`config.mk`:
```
export PLATFORM = sky130hd
export DESIGN_NAME = instr_fetch_flat
export DESIGN_NICKNAME = d
export VERILOG_FILES = /design/src/rtl/eka_pkg.sv /design/src/rtl/instr_fetch_if.sv /design/src/rtl/fetch_queue.sv /design/src/rtl/instr_fetch.sv /design/src/flat_wrapper.sv
export SDC_FILE = /design/constraint.sdc
export NUM_CORES = 1
export LEC_CHECK = 0
export ABC_AREA = 1
export CORE_MARGIN = 2
export CORE_UTILIZATION = 47
export CTS_BUF_LIST = sky130_fd_sc_hd__clkbuf_2 sky130_fd_sc_hd__clkbuf_4 sky130_fd_sc_hd__clkbuf_8
export DETAILED_ROUTE_END_ITERATION = 10
export PLACE_DENSITY = 0.82
export SLEW_MARGIN = 20
export SYNTH_ARGS = -nofsm -noshare
export SYNTH_HDL_FRONTEND = slang
export SYNTH_HIERARCHICAL = 1
export SYNTH_SLANG_ARGS = --single-unit
```
`constraint.sdc`:
```
create_clock -name clk -period 12.9 [get_ports clk]
set_clock_uncertainty 0.1 [all_clocks]
set_input_delay 1.29 -clock clk [delete_from_list [all_inputs] [get_ports clk]]
set_output_delay 1.29 -clock clk [all_outputs]
set_load 0.02 [all_outputs]
```
`src/rtl/eka_pkg.sv`:
```
// Shared types and constants for the instruction fetch stage.
package eka_pkg;

  localparam int FETCH_ADDR_WIDTH  = 32;
  localparam int FETCH_INSTR_WIDTH = 32;
  localparam int FETCH_PC_WIDTH    = FETCH_ADDR_WIDTH - 2;

  localparam int FETCH_Q_DEPTH = 2;
  localparam int Q_PTR_W       = $clog2(FETCH_Q_DEPTH);
  localparam int Q_CNT_W       = $clog2(FETCH_Q_DEPTH + 1);

  // One fetched instruction together with the word PC it was read from.
  typedef struct packed {
    logic [FETCH_PC_WIDTH-1:0]    pc_word;
    logic [FETCH_INSTR_WIDTH-1:0] instr;
  } fetch_entry_t;

  // Queue pointer increment with wrap at the queue depth.
  function automatic logic [Q_PTR_W-1:0] q_ptr_inc(input logic [Q_PTR_W-1:0] ptr);
    return (ptr == Q_PTR_W'(FETCH_Q_DEPTH - 1)) ? '0 : ptr + 1'b1;
  endfunction

endpackage

```
`src/rtl/instr_fetch_if.sv`:
```
// Fetch-to-decode valid/ready channel.
interface instr_fetch_if
  import eka_pkg::*;
#(
  parameter int ADDR_WIDTH  = FETCH_ADDR_WIDTH,
  parameter int INSTR_WIDTH = FETCH_INSTR_WIDTH
);

  logic                   if_valid;
  logic                   if_ready;
  logic [ADDR_WIDTH-1:0]  if_pc;
  logic [INSTR_WIDTH-1:0] if_instr;

  modport master (output if_valid, if_pc, if_instr, input if_ready);
  modport slave  (input if_valid, if_pc, if_instr, output if_ready);

endinterface

```
`src/rtl/fetch_queue.sv`:
```
// Two-entry FIFO of fetch entries with synchronous flush.
module fetch_queue
  import eka_pkg::*;
(
  input  logic               clk,
  input  logic               reset,
  input  logic               enq,
  input  logic               deq,
  input  logic               flush,
  input  fetch_entry_t       enq_data,
  output logic [Q_CNT_W-1:0] count,
  output fetch_entry_t       head
);

  fetch_entry_t        mem [FETCH_Q_DEPTH];
  logic [Q_PTR_W-1:0]  wr_ptr;
  logic [Q_PTR_W-1:0]  rd_ptr;

  // Pointer and occupancy bookkeeping; a flush empties the queue like a reset.
  always_ff @(posedge clk) begin
    // NOTE: sequential state uses non-blocking assignments so every register
    // samples the pre-edge values regardless of statement order.
    if (reset || flush) begin
      wr_ptr <= '0;
      rd_ptr <= '0;
      count  <= '0;
    end else begin
      if (enq) wr_ptr <= q_ptr_inc(wr_ptr);
      if (deq) rd_ptr <= q_ptr_inc(rd_ptr);
      count <= count + Q_CNT_W'(enq) - Q_CNT_W'(deq);
    end
  end

  // Entry storage write port.
  always_ff @(posedge clk) begin
    // NOTE: storage is deliberately not reset; count gates every read, so stale
    // contents are never observed and the array can map to plain flops/RAM.
    if (enq && !flush) mem[wr_ptr] <= enq_data;
  end

  assign head = mem[rd_ptr];

endmodule

```
`src/rtl/instr_fetch.sv`:
```
// Fetch stage: drives imem from the PC register, pairs responses with their
// PC, buffers them towards decode and steers redirects back into the PC register.
module instr_fetch
  import eka_pkg::*;
#(
  parameter int ADDR_WIDTH  = FETCH_ADDR_WIDTH,
  parameter int INSTR_WIDTH = FETCH_INSTR_WIDTH
)(
  input  logic                   clk,
  input  logic                   reset,
  input  logic [ADDR_WIDTH-3:0]  PC,
  output logic [ADDR_WIDTH-3:0]  pc_other_ip,
  output logic                   pc_other_ip_sel,
  output logic [ADDR_WIDTH-3:0]  imem_addr,
  input  logic [INSTR_WIDTH-1:0] imem_rdata,
  input  logic                   ex_redirect,
  input  logic [ADDR_WIDTH-3:0]  ex_target,
  instr_fetch_if.master          dec
);

  // The queue entry type is fixed by the package widths.
  if (ADDR_WIDTH != FETCH_ADDR_WIDTH || INSTR_WIDTH != FETCH_INSTR_WIDTH) begin : g_width_check
    $error("instr_fetch widths must match eka_pkg fetch_entry_t");
  end

  logic                  req_valid_q;
  logic                  kill_q;
  logic [ADDR_WIDTH-3:0] req_pc_q;

  logic [Q_CNT_W-1:0]    q_count;
  fetch_entry_t          q_head;
  fetch_entry_t          resp_entry;
  logic                  q_enq;
  logic                  q_deq;
  logic                  has_space;
  logic                  resp_live;
  logic                  replay;

  assign imem_addr  = PC;
  assign resp_entry = '{pc_word: req_pc_q, instr: imem_rdata};

  // Track the outstanding imem request and whether its response is wrong-path.
  always_ff @(posedge clk) begin
    if (reset) begin
      req_valid_q <= 1'b0;
      kill_q      <= 1'b0;
      req_pc_q    <= '0;
    end else begin
      req_valid_q <= 1'b1;
      kill_q      <= pc_other_ip_sel;
      req_pc_q    <= PC;
    end
  end

  // Response steering, decode handshake and redirect mux (execute wins over replay).
  always_comb begin
    // NOTE: every output gets a default first so no path through the block can
    // leave one unassigned and infer a latch.
    dec.if_valid    = 1'b0;
    q_deq           = 1'b0;
    has_space       = 1'b0;
    resp_live       = 1'b0;
    q_enq           = 1'b0;
    replay          = 1'b0;
    pc_other_ip_sel = 1'b0;
    pc_other_ip     = '0;

    dec.if_valid = (q_count != '0) && !ex_redirect;
    q_deq        = dec.if_valid && dec.if_ready;
    has_space    = (q_count < Q_CNT_W'(FETCH_Q_DEPTH)) || q_deq;
    resp_live    = req_valid_q && !kill_q && !ex_redirect;
    q_enq        = resp_live && has_space;
    replay       = resp_live && !has_space;

    if (ex_redirect) begin
      pc_other_ip_sel = 1'b1;
      pc_other_ip     = ex_target;
    end else if (replay) begin
      pc_other_ip_sel = 1'b1;
      pc_other_ip     = req_pc_q;
    end
  end

  fetch_queue u_queue (
    .clk      (clk),
    .reset    (reset),
    .enq      (q_enq),
    .deq      (q_deq),
    .flush    (ex_redirect),
    .enq_data (resp_entry),
    .count    (q_count),
    .head     (q_head)
  );

  assign dec.if_pc    = {q_head.pc_word, 2'b00};
  assign dec.if_instr = q_head.instr;

endmodule
```
`src/flat_wrapper.sv`:
```
// flat-port wrapper written by rule: the top's interface ports become plain ports
module instr_fetch_flat import eka_pkg::*;
#(
  parameter int ADDR_WIDTH  = FETCH_ADDR_WIDTH,
  parameter int INSTR_WIDTH = FETCH_INSTR_WIDTH
)
  (clk, reset, PC, pc_other_ip, pc_other_ip_sel, imem_addr, imem_rdata, ex_redirect, ex_target, dec_if_valid, dec_if_pc, dec_if_instr, dec_if_ready);
  instr_fetch_if #(.ADDR_WIDTH(ADDR_WIDTH), .INSTR_WIDTH(INSTR_WIDTH)) dec_i ();
  input  logic clk;
  input  logic reset;
  input  logic [ADDR_WIDTH-3:0] PC;
  output logic [ADDR_WIDTH-3:0] pc_other_ip;
  output logic pc_other_ip_sel;
  output logic [ADDR_WIDTH-3:0] imem_addr;
  input  logic [INSTR_WIDTH-1:0] imem_rdata;
  input  logic ex_redirect;
  input  logic [ADDR_WIDTH-3:0] ex_target;
  output wire logic [$bits(dec_i.if_valid)-1:0] dec_if_valid;
  output wire logic [$bits(dec_i.if_pc)-1:0] dec_if_pc;
  output wire logic [$bits(dec_i.if_instr)-1:0] dec_if_instr;
  input wire logic [$bits(dec_i.if_ready)-1:0] dec_if_ready;
  assign dec_if_valid = dec_i.if_valid;
  assign dec_if_pc = dec_i.if_pc;
  assign dec_if_instr = dec_i.if_instr;
  assign dec_i.if_ready = dec_if_ready;
  instr_fetch #(.ADDR_WIDTH(ADDR_WIDTH), .INSTR_WIDTH(INSTR_WIDTH)) u_core (.clk(clk), .reset(reset), .PC(PC), .pc_other_ip(pc_other_ip), .pc_other_ip_sel(pc_other_ip_sel), .imem_addr(imem_addr), .imem_rdata(imem_rdata), .ex_redirect(ex_redirect), .ex_target(ex_target), .dec(dec_i));
endmodule
```
* Word-level counts from Yosys, hierarchy flattened
Memory sizes are Yosys's and may differ from the RTL's. A register that Yosys moved wholly into a read port is not among the register bits.
Cells that the tools add are included.
** Cells by class
- Divide/modulo/power cells :: 0
- Add/sub/neg operators :: 4
- Equality and inequality tests :: 0
- $lt $le $gt $ge :: 1
- Reductions and logical operators :: 13
- Bitwise gates (word level) :: 0
- Mux-type cells :: 11
- Shifts and indexed selects :: 0
- $mul :: 0
** Operators with widths (number)
- 2-to-1 mux 30 bit :: 2
- 2-to-1 mux 1 bit :: 9
- logical AND 1 bit :: 7
- logical NOT 1 bit :: 3
- adder 1 bit (second input constant) :: 2
- adder 2 x 1 -> 2 bit :: 1
- logical OR 1 bit :: 2
- less-than comparator 2 bit (second input constant) :: 1
- nonzero test 2 bit :: 1
- subtractor 2 x 1 -> 2 bit :: 1
** Storage, ports and cells
- Bits in registers :: 36
- Memory bits (read-only) :: 0
- Word-level logic and storage cells :: 36
- Memories kept :: 1
- Output and inout bits :: 126
- Input bits :: 96
- Bits in writable memories :: 124
- Latch bits :: 0
** Memory list
- u_core.u_queue.mem :: depth 2, bits a word 62, rd ports 1, clocked after memory_dff 1, write ports 1, RTL line fetch_queue.sv:15 : fetch_entry_t mem [FETCH_Q_DEPTH];

* Depth between registers and ports, before layout
- Word-level depth :: 8
- Depth in mapped cells :: 12

* Cells and area by module
The synthesis kept the hierarchy.
** Modules (own cells, without submodules)
- fetch_queue :: cells each 222, area an instance 5004.8 sq um, times used 1
- instr_fetch :: cells each 240, area an instance 1739.2 sq um, times used 1

* Least setup slack after synthesis
No wires, ideal clock.
- Kind :: input -> register
- From :: input port ex_redirect
- To :: memory u_core/u_queue/mem[1][0] (netlist name) (enable)
- Slack :: 6.139 ns
- Stages on the path :: 6
- Library setup time :: 0.559 ns
- Data arrival time :: 6.102 ns
- Path through :: buf_6 inv_2 nand3_2 a21boi_0 inv_1 nor3_1
** Between the ends
- Longest elaborated chain between the ends :: 8
** Ends and longest elaborated chain
- start: declaration :: RTL line flat_wrapper.sv:16 : input logic ex_redirect;
- logical NOT 1 bit (*) :: RTL line instr_fetch.sv:68, instr_fetch.sv:71
- logical AND 1 bit :: RTL line instr_fetch.sv:68 : dec.if_valid = (q_count != '0) && !ex_redirect;
- logical AND 1 bit :: RTL line instr_fetch.sv:69 : q_deq = dec.if_valid && dec.if_ready;
- logical OR 1 bit :: RTL line instr_fetch.sv:70 : has_space = (q_count < Q_CNT_W'(FETCH_Q_DEPTH)) || q_deq;
- logical AND 1 bit (*) :: RTL line instr_fetch.sv:72 : q_enq = resp_live && has_space;
- net u_core.q_enq :: RTL line instr_fetch.sv:33 : logic q_enq;
- logical AND 1 bit (*) :: RTL line fetch_queue.sv:38 : if (enq && !flush) mem[wr_ptr] <= enq_data;
- 2-to-1 mux 1 bit (*) :: RTL line fetch_queue.sv:38
- 2-to-1 mux 1 bit (not written as such) (*) :: RTL line fetch_queue.sv:38
- end: declaration :: RTL line fetch_queue.sv:15
The timed path passes the listed nets; every way through them passes the cells marked *.

* Worst setup path after layout
- From :: input port ex_redirect
- To :: output port pc_other_ip[24]
** Between the ends
- Longest elaborated chain between the ends :: 8
** Ends and longest elaborated chain
- logical NOT 1 bit :: RTL line instr_fetch.sv:68, instr_fetch.sv:71
- logical AND 1 bit :: RTL line instr_fetch.sv:68
- logical AND 1 bit :: RTL line instr_fetch.sv:69
- logical OR 1 bit :: RTL line instr_fetch.sv:70
- logical NOT 1 bit :: RTL line instr_fetch.sv:73 : replay = resp_live && !has_space;
- logical AND 1 bit :: RTL line instr_fetch.sv:73
- 2-to-1 mux 30 bit :: RTL line instr_fetch.sv:78 : end else if (replay) begin
- 2-to-1 mux 30 bit (*) :: RTL line instr_fetch.sv:75 : if (ex_redirect) begin
- end: declaration :: RTL line flat_wrapper.sv:12 : output logic [ADDR_WIDTH-3:0] pc_other_ip;
Every way passes the cells marked *; elsewhere a longest branch is shown, timed or not.

==> impl_summary.log <==
INFO  metric vias = 3988
INFO  metric die_width = between 100 and 150 µm
INFO  metric portBuffers = 219
INFO  metric ctsResizeCount = 0
INFO  metric place.detailed.hpwl = 9320 µm
INFO  metric worst_ep_arrival_time = 4160 ps
INFO  metric layout_worst_path_cycle_share = 0.430
INFO  metric max-clock-path-buffers = 2
INFO  metric critPathKind = in -> out
INFO  metric total_nets_final = ~750
INFO  metric cts_post_setup_buffers_inserted = 0
INFO  metric total_gr_overflow = 0
INFO  metric largest_net_degree_at_the_start_of_global_routing = 63
INFO  metric power.total = 1.05 mW
INFO  metric die-height = 124 µm
INFO  metric setup_total_negative_slack = 0 ps
INFO  metric track_usage = 0.178
INFO  metric cts_root_buf = sky130_fd_sc_hd__clkbuf_8
INFO  metric synth_area_leaders = sky130_fd_sc_hd__edfxtp_1 55%, sky130_fd_sc_hd__mux2_4 13%, sky130_fd_sc_hd__dfxtp_1 11%
INFO  metric synth_top_area_cell = sky130_fd_sc_hd__edfxtp_1
INFO  metric timing.critical_path.required = 11510 ps
INFO  metric outcome = finished clean
INFO  metric rows = 43
INFO  metric max-cap-violations = 0
INFO  metric cp_max_fo = 39
INFO  metric antennaDiodeCount = 0
INFO  metric ctsHtreeMaxLevel = 4
INFO  metric pwr_density_cell = 115 nW/µm²
INFO  metric timing.critical_path.to_type = output pin
INFO  metric fp.coreArea = 13900 µm²
INFO  metric tritoncts = yes
INFO  metric finalSetupViolCount = 0
INFO  metric die-area = 15300 µm²
INFO  metric max_freq = 0.180 GHz
INFO  metric remaining_drc_errors = 0
INFO  metric drt-total-wl = 13700 µm
INFO  metric hold_path.startpoint = u_core/req_pc_q[20]
INFO  metric vias_in_the_first_global_route = around 4000
INFO  metric synth.yosys.warnings = 6
INFO  metric gp_congestion = 0.735
INFO  metric finalWorstPathRequiredPeriod = approximately 5500 ps
INFO  metric slew-limit-headroom = 0.286
INFO  metric grt_antenna_before_repair = 0
INFO  metric rsz_0062_raised_after_global_routing = no
INFO  metric ys_seq_area_frac = 0.662
INFO  metric initial_utilization = 0.484
INFO  metric cp-startpoint = ex_redirect
INFO  metric min_path_type = reg -> reg
INFO  metric syn_area_per_cell = 14.6 µm²
INFO  metric clock_latency = 430 ps
INFO  metric pin_count = 222
INFO  metric static-leakage-power = about 3.5 nW
INFO  metric worst_ir_drop_vdd = approximately 0.06 mV
INFO  metric layout-drive-gt1-share = 0.200
INFO  metric yosysTopAreaCellShare = 0.552
INFO  metric synthesis.instances = about 460
INFO  metric initialDrtViolationCount = 219
INFO  metric hold_viol_final = 0
INFO  metric vias_per_cell = 4.70
INFO  metric seq_cells_post_synth = 161
INFO  metric detail-route-antenna-nets = 0
INFO  metric worstMarginPinSlew = 1070 ps
INFO  metric netlist-cell-type-count = 25
INFO  metric total_cts_buffers = 17
INFO  metric holdBufCountCts = 0
INFO  metric drt_pre_antenna_iters = 4
INFO  metric netlist_area = 6740 µm²
INFO  metric areaGrowthSynthToFinish = 36.1%
INFO  metric slew_violations = 0
INFO  metric critical_path.reg2reg.startpoint = u_core/u_queue/count[1]
INFO  metric clkSinkCount = approximately 160
INFO  metric clkSlewWorstSetupHoldPaths = 80 ps
INFO  metric global_route_wire_length_before_repair = between 20000 and 25000 µm
INFO  metric start_kind = input port
INFO  metric routedWlPerCell = 16.1 µm
[sequential cells by signal (all words and copies together), names as in the netlist, named ones only]
| name | flops |
|---|---|
| u_core/u_queue/rd_ptr | 1 |
| u_core/u_queue/wr_ptr | 1 |
| u_core/u_queue/count | 2 |
| u_core/req_pc_q | 30 |
| u_core/kill_q | 1 |
| u_core/req_valid_q | 1 |
| u_core/u_queue/mem | 124 |
[cell type report]
cell class,count,area [µm²]
Timing Repair Buffer,223,2240
Sequential cell,161,4470
Fill cell,958,4750
Clock buffer,18,241
Clock inverter,14,155
Tap cell,180,225
Inverter,73,274
Multi-Input combinational cell,180,1580
[metrics by stage]
step / util / cells / setup slack [ps] / hold slack [ps] / cell area [µm²]
after global placement: 0.628 / 816 / 7480 / 335 / 8760
after global routing: 0.659 / 849 / 7070 / 369 / 9180
final: 0.659 / 849 / 7350 / 360 / 9180
after CTS: 0.657 / 848 / 7320 / 361 / 9150
after detailed placement: 0.628 / 816 / 7340 / 341 / 8760
after floorplan: - / 463 / 6140 / 326 / 6750
[worst max-delay path, cell delays in order]
cell,delay [ps]
sky130_fd_sc_hd__buf_2,600
sky130_fd_sc_hd__inv_2,130
sky130_fd_sc_hd__nand3_2,140
sky130_fd_sc_hd__nand3_2,800
sky130_fd_sc_hd__o21ai_2,480
sky130_fd_sc_hd__clkdlybuf4s50_1,670
[worst paths after layout]
path                                             endpoint  slack, ps  depth (start not counted)
worst max-delay path                      pc_other_ip[24]       7350                          6
worst min-delay path            u_core/u_queue/mem[0][52]        360                          0
worst max register to register  u_core/u_queue/mem[0][16]      10370                          7
worst min register to register  u_core/u_queue/mem[0][52]        360                          0
[cell families after synthesis]
group                    Yosys count  synth area share
adder cells (fa/ha/maj)            2           0.00371
buffers and inverters            122             0.106
flip-flops                       161             0.662
XOR/XNOR                           1           0.00130
multiplexers                      62             0.137
AND/OR/NAND/NOR                   77            0.0466
AO/OA/AOI/OAI                     36            0.0432
other                              1          0.000556
[routing by layer]
metal | share of wire | track usage | vias up | wire [µm]
li1 | - | - | 1911 | -
met1 | 0.38 | 0.185 | 1899 | 5150
met2 | 0.52 | 0.325 | 157 | 7100
met3 | 0.084 | 0.0618 | 21 | 1150
met4 | 0.020 | 0.0781 | 0 | 269
met5 | 0 | 0 | - | 0
[synthesized netlist by cell type, drive strengths merged]
master and n:
xnor2 1, edfxtp 124, o21ai 31, buf 43
clkbuf 6, conb 1, mux2 62, nand2 36
nor3 4, inv 73, a21boi 1, nor3b 1
a21oi 4, nand3 3, dfxtp 37, nor2 33
ha 2
[cells in the final DEF, fill, tap and decap left out, types with 3 or more instances in the layout]
cell and n:
sky130_fd_sc_hd__clkdlybuf4s50_1 218, sky130_fd_sc_hd__nand2_1 36, sky130_fd_sc_hd__clkbuf_8 17, sky130_fd_sc_hd__nor2_1 32, sky130_fd_sc_hd__buf_4 3, sky130_fd_sc_hd__edfxtp_1 124, sky130_fd_sc_hd__mux2_4 60, sky130_fd_sc_hd__a21oi_1 3
sky130_fd_sc_hd__dfxtp_1 36, sky130_fd_sc_hd__o21ai_2 28, sky130_fd_sc_hd__o21ai_0 3, sky130_fd_sc_hd__inv_6 3, sky130_fd_sc_hd__inv_1 72
[power by group]
part	internal, mW	switching (mW)	total, mW
clock network	0.178	0.184	0.361
registers	0.569	0.00574	0.575
logic	0.0630	0.0528	0.116
total	0.810	0.242	1.05
(Power assumes the default switching activity.)
